File: config.mk
export PLATFORM = sky130hd
export DESIGN_NAME = pulse_channel_gen2_flat
export DESIGN_NICKNAME = d
export VERILOG_FILES = /design/src/rtl/pulse_channel_gen2_if.sv /design/src/rtl/pulse_channel_gen2.sv /design/src/flat_wrapper.sv
export SDC_FILE = /design/constraint.sdc
export NUM_CORES = 1
export LEC_CHECK = 0
export BUFFER_PORTS_ARGS = -buffer_cell sky130_fd_sc_hd__clkbuf_2
export CAP_MARGIN = 20
export CORE_MARGIN = 3
export CORE_UTILIZATION = 30
export CTS_CLUSTER_SIZE = 8
export DETAILED_ROUTE_END_ITERATION = 12
export GPL_TIMING_DRIVEN = 0
export PLACE_DENSITY = 0.56
export SYNTH_ARGS = -nofsm -noshare
export SYNTH_HDL_FRONTEND = slang
export SYNTH_SLANG_ARGS = --single-unit
File: constraint.sdc
create_clock -name iClock -period 6.4 [get_ports iClock]
set_clock_uncertainty 0.05 [all_clocks]
set_input_delay 0.32 -clock iClock [delete_from_list [all_inputs] [get_ports iClock]]
set_output_delay 0.32 -clock iClock [all_outputs]
set_load 0.02 [all_outputs]
File: src/rtl/pulse_channel_gen2_if.sv
// Register-file side of the square-wave channel: NRx0..NRx4 plus the
// (re)start pulse. master = register file, slave = channel.
interface pulse_channel_gen2_if;
  logic       iTrigger;
  logic [7:0] iNR10;
  logic [7:0] iNR11;
  logic [7:0] iNR12;
  logic [7:0] iNR13;
  logic [7:0] iNR14;

  modport master (
    output iTrigger,
    output iNR10,
    output iNR11,
    output iNR12,
    output iNR13,
    output iNR14
  );

  modport slave (
    input iTrigger,
    input iNR10,
    input iNR11,
    input iNR12,
    input iNR13,
    input iNR14
  );
endinterface

File: src/rtl/pulse_channel_gen2.sv
// Square-wave sound channel: duty sequencer, sweep, length, envelope.
// Ports: iClock/iReset (sync, high), tick enables, regs (NRx bus),
// oOut offset-binary sample, oActive channel status.
module pulse_channel_gen2 #(
  parameter int FREQ_W    = 11,
  parameter int VOL_W     = 4,
  parameter int LEN_W     = 6,
  parameter int OUT_W     = 5,
  parameter bit HAS_SWEEP = 1'b1
) (
  input  logic             iClock,
  input  logic             iReset,
  input  logic             iTickFreq,
  input  logic             iTick256,
  input  logic             iTick128,
  input  logic             iTick64,
  pulse_channel_gen2_if.slave regs,
  output logic [OUT_W-1:0] oOut,
  output logic             oActive
);

  localparam logic [FREQ_W:0] FREQ_SPAN = {1'b1, {FREQ_W{1'b0}}};
  localparam logic [FREQ_W:0] FREQ_ONE  = (FREQ_W+1)'(1);
  localparam logic [LEN_W:0]  LEN_SPAN  = {1'b1, {LEN_W{1'b0}}};
  localparam logic [LEN_W:0]  LEN_ONE   = (LEN_W+1)'(1);
  localparam logic [VOL_W-1:0] VOL_ONE  = VOL_W'(1);
  localparam logic [OUT_W-1:0] MID      = OUT_W'(2**(OUT_W-1) - 1);

  logic [FREQ_W-1:0] fIn;
  logic              dacOn;
  logic [2:0]        perIn;
  logic [2:0]        shiftIn;
  logic              subIn;
  logic [FREQ_W:0]   trigNew;
  logic              trigOvf;

  logic              active;
  logic [FREQ_W:0]   freqTimer;
  logic [2:0]        pos;
  logic [1:0]        duty;
  logic [FREQ_W-1:0] freqInt;
  logic [LEN_W:0]    lenCnt;
  logic              lenEn;
  logic [VOL_W-1:0]  vol;
  logic [2:0]        envCnt;
  logic [2:0]        envPer;
  logic              envUp;
  logic [FREQ_W-1:0] shadow;
  logic [3:0]        sweepCnt;
  logic [2:0]        sweepPer;
  logic              sweepSub;
  logic [2:0]        sweepShift;
  logic              sweepEn;

  logic [FREQ_W:0]   shadowExt;
  logic [FREQ_W:0]   sweepNew;
  logic [3:0]        sweepReload;
  logic              dutyBit;
  logic [7:0]        pattern;
  logic [OUT_W-1:0]  volOut;
  logic              unusedBits;

  assign fIn     = {regs.iNR14[FREQ_W-9:0], regs.iNR13};
  assign dacOn   = |regs.iNR12[7:3];
  assign perIn   = regs.iNR10[6:4];
  assign subIn   = regs.iNR10[3];
  assign shiftIn = regs.iNR10[2:0];

  // One extra bit so an add past the top register value is visible.
  assign trigNew = {1'b0, fIn} + ({1'b0, fIn} >> shiftIn);
  assign trigOvf = HAS_SWEEP && (shiftIn != 3'd0) && !subIn
                && trigNew[FREQ_W];

  assign shadowExt = {1'b0, shadow};
  assign sweepNew  = sweepSub
                   ? shadowExt - (shadowExt >> sweepShift)
                   : shadowExt + (shadowExt >> sweepShift);
  assign sweepReload = (sweepPer == 3'd0) ? 4'd8 : {1'b0, sweepPer};

  assign volOut     = OUT_W'(vol);
  assign unusedBits = ^{regs.iNR10, regs.iNR11, regs.iNR14};

  // Patterns are time-ordered: string position 0 is the first step,
  // so each constant is the written waveform bit-reversed.
  always_comb begin
    pattern = 8'h00;
    unique case (duty)
      2'b00: pattern = 8'b1000_0000;
      2'b01: pattern = 8'b1000_0001;
      2'b10: pattern = 8'b1110_0001;
      2'b11: pattern = 8'b0111_1110;
      default: pattern = 8'h00;
    endcase
    dutyBit = pattern[pos];
  end

  always_ff @(posedge iClock) begin
    if (iReset) begin
      active     <= 1'b0;
      freqTimer  <= '0;
      pos        <= '0;
      duty       <= '0;
      freqInt    <= '0;
      lenCnt     <= '0;
      lenEn      <= 1'b0;
      vol        <= '0;
      envCnt     <= '0;
      envPer     <= '0;
      envUp      <= 1'b0;
      shadow     <= '0;
      sweepCnt   <= '0;
      sweepPer   <= '0;
      sweepSub   <= 1'b0;
      sweepShift <= '0;
      sweepEn    <= 1'b0;
      oOut       <= MID;
      oActive    <= 1'b0;
    end else begin
      if (regs.iTrigger) begin
        active     <= dacOn && !trigOvf;
        freqTimer  <= FREQ_SPAN - {1'b0, fIn};
        freqInt    <= fIn;
        duty       <= regs.iNR11[7:6];
        lenCnt     <= LEN_SPAN
                    - {1'b0, regs.iNR11[LEN_W-1:0]};
        lenEn      <= regs.iNR14[6];
        vol        <= VOL_W'(regs.iNR12[7:4]);
        envPer     <= regs.iNR12[2:0];
        envCnt     <= regs.iNR12[2:0];
        envUp      <= regs.iNR12[3];
        shadow     <= fIn;
        sweepPer   <= perIn;
        sweepSub   <= subIn;
        sweepShift <= shiftIn;
        sweepCnt   <= (perIn == 3'd0) ? 4'd8 : {1'b0, perIn};
        sweepEn    <= HAS_SWEEP
                   && ((perIn != 3'd0) || (shiftIn != 3'd0));
      end else begin
        if (iTickFreq) begin
          if (freqTimer <= FREQ_ONE) begin
            freqTimer <= FREQ_SPAN - {1'b0, freqInt};
            pos       <= pos + 3'd1;
          end else begin
            freqTimer <= freqTimer - FREQ_ONE;
          end
        end
        if (iTick256 && lenEn && (lenCnt != '0)) begin
          lenCnt <= lenCnt - LEN_ONE;
          if (lenCnt == LEN_ONE) active <= 1'b0;
        end
        if (iTick64 && (envPer != 3'd0)) begin
          if (envCnt <= 3'd1) begin
            envCnt <= envPer;
            if (envUp && (vol != '1)) vol <= vol + VOL_ONE;
            else if (!envUp && (vol != '0)) vol <= vol - VOL_ONE;
          end else begin
            envCnt <= envCnt - 3'd1;
          end
        end
        if (HAS_SWEEP && iTick128 && sweepEn) begin
          if (sweepCnt <= 4'd1) begin
            sweepCnt <= sweepReload;
            if (sweepPer != 3'd0) begin
              if (sweepNew[FREQ_W]) begin
                active <= 1'b0;
              end else if (sweepShift != 3'd0) begin
                shadow  <= sweepNew[FREQ_W-1:0];
                freqInt <= sweepNew[FREQ_W-1:0];
              end
            end
          end else begin
            sweepCnt <= sweepCnt - 4'd1;
          end
        end
      end
      // The DAC gate overrides everything, trigger included.
      if (!dacOn) active <= 1'b0;
      oActive <= active;
      if (!active)     oOut <= MID;
      else if (dutyBit) oOut <= MID + volOut;
      else             oOut <= MID - volOut;
    end
  end

endmodule

File: src/flat_wrapper.sv
// flat-port wrapper written by rule: the top's interface ports become plain ports
module pulse_channel_gen2_flat 
#(
  parameter int FREQ_W    = 11,
  parameter int VOL_W     = 4,
  parameter int LEN_W     = 6,
  parameter int OUT_W     = 5,
  parameter bit HAS_SWEEP = 1'b1
)
  (iClock, iReset, iTickFreq, iTick256, iTick128, iTick64, oOut, oActive, regs_iTrigger, regs_iNR10, regs_iNR11, regs_iNR12, regs_iNR13, regs_iNR14);
  pulse_channel_gen2_if regs_i ();
  input  logic iClock;
  input  logic iReset;
  input  logic iTickFreq;
  input  logic iTick256;
  input  logic iTick128;
  input  logic iTick64;
  output logic [OUT_W-1:0] oOut;
  output logic oActive;
  input wire logic [$bits(regs_i.iTrigger)-1:0] regs_iTrigger;
  input wire logic [$bits(regs_i.iNR10)-1:0] regs_iNR10;
  input wire logic [$bits(regs_i.iNR11)-1:0] regs_iNR11;
  input wire logic [$bits(regs_i.iNR12)-1:0] regs_iNR12;
  input wire logic [$bits(regs_i.iNR13)-1:0] regs_iNR13;
  input wire logic [$bits(regs_i.iNR14)-1:0] regs_iNR14;
  assign regs_i.iTrigger = regs_iTrigger;
  assign regs_i.iNR10 = regs_iNR10;
  assign regs_i.iNR11 = regs_iNR11;
  assign regs_i.iNR12 = regs_iNR12;
  assign regs_i.iNR13 = regs_iNR13;
  assign regs_i.iNR14 = regs_iNR14;
  pulse_channel_gen2 #(.FREQ_W(FREQ_W), .VOL_W(VOL_W), .LEN_W(LEN_W), .OUT_W(OUT_W), .HAS_SWEEP(HAS_SWEEP)) u_core (.iClock(iClock), .iReset(iReset), .iTickFreq(iTickFreq), .iTick256(iTick256), .iTick128(iTick128), .iTick64(iTick64), .regs(regs_i), .oOut(oOut), .oActive(oActive));
endmodule
### Yosys cells after proc, flatten, opt, wreduce, memory -nomap -nowiden

Index checks and enable logic that the tools add are counted.

* register bits: 66
* input port bits: 47
* output and inout port bits: 6
* logic and storage cells: 122

* add/subtract/negate cells: 15
* magnitude comparators: 4
* eq/ne operators: 6
* shift operators: 2
* mux-type cells: 36
* bitwise operators: 3
* reductions and logical operators: 38

Operator list (number)
* 11-bit 2-to-1 mux: 6
* 12-bit 2-to-1 mux: 4
* 4-bit 2-to-1 mux: 10
* 8-bit case mux with 4 select lines: 1
* 11-bit by 12-bit adder with 12-bit output: 2
* 11-bit by 3-bit >> shifter with 12-bit output: 2
* 12-bit by 11-bit subtractor with 12-bit output (first input constant): 2
* 3-bit nonzero test: 6
* 2-bit nonzero test: 8
* 7-bit 2-to-1 mux: 2
* 12-bit by 1-bit less-or-equal comparator with 1-bit output (second input constant): 1
* 11-bit by 12-bit subtractor with 12-bit output: 1
* 12-bit by 1-bit subtractor with 12-bit output (second input constant): 1
* 1-bit logical AND: 9
* 3-bit 2-to-1 mux: 3
* 1-bit 2-to-1 mux: 8
* 4-bit by 1-bit subtractor with 4-bit output (second input constant): 2
* 7-bit by 1-bit == test with 1-bit output (second input constant): 1
* 7-bit nonzero test: 1
* 7-bit by 1-bit subtractor with 7-bit output (second input constant): 1
* 7-bit by 6-bit subtractor with 7-bit output (first input constant): 1
* 3-bit logical NOT: 2
* 3-bit AND reduction: 2
* 4-bit by 4-bit adder with 5-bit output (first input constant): 1
* other kinds (21): 27

### Longest topological paths before layout

* depth after elaboration: 9
* gate-level depth with buffers: 21

### Least setup slack after synthesis

Ideal clock, no wire load.

* path type: reg2reg
* start point: register u_core.sweepShift[0]
* end point: register u_core.freqInt[6]
* arrival: 4.004 ns
* path slack: 2.231 ns
* stages on the path, launching flop included: 19
* path buffers: 3
* period minus slack after synthesis: 4.169 ns
* cells stage by stage: dfxtp_1 buf_6 buf_2 a21oi_1 mux4_2 ha_1 and2_1 a21oi_1 xor2_1 ha_1 or2_2 o31ai_1 a31oi_1 a311oi_1 nor2b_1 mux2i_4 buf_6 o31a_1 o21a_1

* cells in the longest elaborated chain, start to end: 9
* elaborated cells between the ends (all ways): 14

RTL lines
* from (decl): RTL line pulse_channel_gen2.sv:52 `logic [2:0] sweepShift;`
* from (signal assigned): RTL line pulse_channel_gen2.sv:134 `sweepShift <= shiftIn;`
* 11-bit by 3-bit >> shifter with 12-bit output: RTL line pulse_channel_gen2.sv:76, pulse_channel_gen2.sv:77
* 11-bit by 12-bit adder with 12-bit output / 11-bit by 12-bit subtractor with 12-bit output (equally long branches): RTL line pulse_channel_gen2.sv:77, pulse_channel_gen2.sv:76
* 12-bit 2-to-1 mux: RTL line pulse_channel_gen2.sv:76 `? shadowExt - (shadowExt >> sweepShift)`
* 11-bit 2-to-1 mux: RTL line pulse_channel_gen2.sv:166 `end else if (sweepShift != 3'd0) begin`
* 11-bit 2-to-1 mux: RTL line pulse_channel_gen2.sv:164 `if (sweepNew[FREQ_W]) begin`
* 11-bit 2-to-1 mux: RTL line pulse_channel_gen2.sv:163 `if (sweepPer != 3'd0) begin`
* 11-bit 2-to-1 mux: RTL line pulse_channel_gen2.sv:161 `if (sweepCnt <= 4'd1) begin`
* 11-bit 2-to-1 mux: RTL line pulse_channel_gen2.sv:160 `if (HAS_SWEEP && iTick128 && sweepEn) begin`
* 11-bit 2-to-1 mux: RTL line pulse_channel_gen2.sv:119 `if (regs.iTrigger) begin`
* to (signal assigned): RTL line pulse_channel_gen2.sv:122 `freqInt <= fIn;`
* to (signal assigned): RTL line pulse_channel_gen2.sv:168 `freqInt <= sweepNew[FREQ_W-1:0];`
* to (decl): RTL line pulse_channel_gen2.sv:41 `logic [FREQ_W-1:0] freqInt;`

Parallel ways exist; a longest one is shown, timed or not. The select of a mux whose other input is x is not followed.
A chain may end at the register's enable or synchronous reset.

==> impl_results.md <==
- Outcome: completed
- P_int: 0.9791 mW
- CTS root buf: clkbuf_16
- Clock Sink Count: 66
- PD cells: 229.3 nW/um2
- Critical Path Stages: 16
- N_diodes: 0
- Most used DFF post-synth: dfxtp_1
- Unrepaired setup endpoints after global routing: no
- Most frequent cells in the layout: 105 x nor2_1, 73 x a21oi_1, 66 x dfxtp_1
- Cell count after placement: 1032
- CORE AREA: 18270 um2
- Gr usage total: 17.13%
- Detailed placement HPWL: 13.43 mm
- R2r setup slk: 1.43 ns
- Pin count of the biggest net entering global routing: 11
- Worst endpoint data arrival time: 5.13 ns
- Final Hold Vio Count: 0
- Starting Density: 31.15%
- Syn Nets: 853
- CP max FO: 10
- Syn Area/Cell: 7.487 um2
- Worst-path clk slew: 0.05 ns
- Post-CTS setup buffer count: 0
- Distinct cells, synth: 64
- Area Growth Syn to Fin: 14.18%
- Sw Pwr: 0.5111 mW
- Final wirelength: 17.54 mm
- Fillers: 1977
- Synthesized area: 5690 um2
- Sequential area share after synthesis: 23.22%
- Clk buf depth: 2
- Worst r2r src: u_core.freqInt[7]
- MaxCap Viol Count: 0
- CP startpoint kind: flip-flop
- Drt pass-1 iters: 5
- Htree depth: 3
- Crit path kind: reg2reg
- Reg2Reg Capture Point: u_core.freqInt[7]
- Die height: 143.7 um
- Fmax: 201.1 MHz
- Port buffer count: 43
- DR iter-0 viols: 470
- HP Class: in2reg
- Reg power frac: 31.3%
- Critical path destination: u_core.freqInt[7]
- Hold_buf cts: 0
- Die X: 143.7 um
- Ports: 53
- Leak Pwr: 2.685 nW
- Worst EP required: 6.55 ns
- Top Family by Delay on Critical Path: compound AO/OA/AOI/OAI gates
- Max-slew violation count: 0
- Crit path cell chain: clkbuf_1 > mux2i_1 > mux4_2 > ha_1 > and2_1 > a21oi_1 > xor2_1 > ha_1 > or2_2 > o31ai_1 > a31oi_1 > a311oi_1 > nor2b_1 > mux2i_4 > buf_6 > a2111oi_1
- Gate Count Post-Synth: 760
- Proportion of layout cells with a drive suffix above 1: 9.658%
- DRT antenna net count: 0
- Most common cell after layout, fill and taps aside: nor2_1
- Post-synth EDFFs: 0
- Number of global-route vias before repair: 5301
- NumNets Final: 907
- Buf/Inv on CP: 2
- Final setup fails: 0
- Yosys Warn Count: 0
- Sw Share: 34.30%
- Crit path time final: 4.972 ns
- Fin crit share: 77.69%
- CP max stage cell: a311oi_1
- Max stage delay on crit path: 0.58 ns
- Reg2Reg Depth: 16
- Setup TNS: 0 ns
- Comb power frac: 34.3%
- Max IR drop VDD: 0.1405 mV
- Via/cell ratio: 5.399
- Row count: 49
- Via count: 5653
- RD Place Congestion: 0.8939
- Seq cells post-synth: 66
- Async set or reset register ratio after synthesis: 0%
- Residual DRC count: 0
- Wire per inst: 16.75 um
- Top cell by count, worst path: ha_1
- Post_cts resized: 0
- Worst Setup End Kind: flip-flop
- Clk network pwr share: 34.4%
- Worst slew pin tran: 0.9101 ns
- GRT overflow: 0
- Clk Latency, worst-skew pair: 0.33 ns
- Die Footprint: 20660 um2
- CTS tree: built
- Post-route insts no fill: 1047
- CTS Buf Count: 9
- First-pass GRT wire length: 27.96 mm
- Crit path from: u_core.freqInt[7]
- Initial antenna violation count: 0
- Worst slew margin: 39.33%
==> cells by family after synthesis <==
logic type	count (synthesis)	synth area share, %
muxes	39	7.476
and+or+nand+nor	274	22.38
xor gates and xnor gates	52	8.003
AOI/OAI and AO/OA	204	22.76
DFF	66	23.22
adders and majority gates	47	10.55
buffers and inverters	78	5.607
==> synthesized netlist by cell type, types with 3 or more instances <==
cell,count,area share [%]
clkinv_1,3,0.20
clkbuf_1,35,2.3
buf_2,3,0.26
and2_1,4,0.44
buf_6,3,0.59
and3_1,3,0.33
nor4_1,9,0.99
nand3_1,9,0.79
mux2_2,4,0.79
o21a_1,6,0.79
mux2i_1,32,5.6
a211oi_1,20,2.6
o21ai_0,37,3.3
a21oi_1,73,6.4
nand4_1,8,0.88
nand2b_1,10,1.1
nand2_1,62,4.1
or3_1,9,0.99
nor3_1,25,2.2
ha_1,44,9.7
o31a_1,5,0.77
xor2_1,22,3.4
a311oi_1,4,0.62
o211ai_1,3,0.40
a221oi_1,7,1.1
dfxtp_1,66,23
a21o_1,10,1.3
nor2_1,105,6.9
inv_1,32,2.1
nor3b_1,3,0.40
a31oi_1,10,1.1
o31ai_1,7,0.92
nor2b_1,16,1.8
xnor2_1,30,4.6
==> worst min path at each step <==
| stage | endpoint | startpoint | depth (start not counted) | slack (ns) |
|---|---|---|---|---|
| after floorplan | u_core.oOut[0] | u_core.vol[0] | 1 | 0.38 |
| after global placement | u_core.lenEn | u_core.lenEn | 2 | 0.42 |
| after detailed placement | u_core.oOut[0] | u_core.vol[0] | 1 | 0.43 |
| after CTS | u_core.duty[1] | regs_iNR11[7] | 3 | 0.17 |
| after global routing | u_core.envPer[2] | regs_iNR12[2] | 3 | 0.20 |
| final | u_core.duty[1] | regs_iNR11[7] | 3 | 0.17 |
==> flip-flops by register name, summed over array words and instances (netlist names), 3 cells and up <==
register / cells
u_core.oOut: 5
u_core.sweepShift: 3
u_core.envCnt: 3
u_core.freqTimer: 12
u_core.vol: 4
u_core.envPer: 3
u_core.lenCnt: 7
u_core.sweepCnt: 4
u_core.freqInt: 11
u_core.sweepPer: 3
u_core.pos: 3
==> final cells by class <==
class                           instances  area, um2  area share, %
Clock buffer                           13      270.3          4.159
Buffer                                 43      187.7          2.889
Inverter                               35      131.4          2.022
Multi-Input combinational cell        616       4050          62.33
Timing Repair Buffer                   43      215.2          3.312
Tap cell                              229      286.5          4.410
Sequential cell                        66       1321          20.34
Clock inverter                          2      35.03         0.5392
==> tightest hold or removal path, cell delays in order <==
cell	delay [ns]
clkbuf_2	0.07
mux2i_1	0.05
nor2_1	0.07
==> metrics by stage <==
| step | area [um2] | setup slack, ns | hold WS (ns) | power (mW) | util [%] |
|---|---|---|---|---|---|
| floorplan | 5690 | 2.231 | 0.3841 | 0.8466 | - |
| global placement | 6192 | 1.483 | 0.4161 | 0.9802 | 33.89 |
| detailed placement | 6192 | 1.425 | 0.4252 | 0.9803 | 33.89 |
| CTS | 6497 | 1.403 | 0.1666 | 1.493 | 35.56 |
| global route | 6497 | 1.083 | 0.2033 | 1.576 | 35.56 |
| finish | 6497 | 1.428 | 0.1695 | 1.490 | 35.56 |
==> layer usage <==
| layer | wire [um] | share of wire [%] | global-route usage [%] |
|---|---|---|---|
| met3 | 978 | 5.6 | 2.396 |
| met1 | 8402 | 48 | 24.32 |
| met5 | 0 | 0 | 0 |
| met4 | 306 | 1.7 | 4.708 |
| met2 | 7848 | 45 | 27.17 |
==> power groups by stage <==
stage / registers [mW] / logic, mW / clock network [mW]
6_report: 0.467 / 0.511 / 0.512
5_1_grt: 0.471 / 0.571 / 0.535
4_1_cts: 0.467 / 0.508 / 0.519
3_5_place_dp: 0.475 / 0.505 / 0
3_3_place_gp: 0.475 / 0.505 / 0
2_1_floorplan: 0.469 / 0.378 / 0
Power figures use the tool's default switching activity.
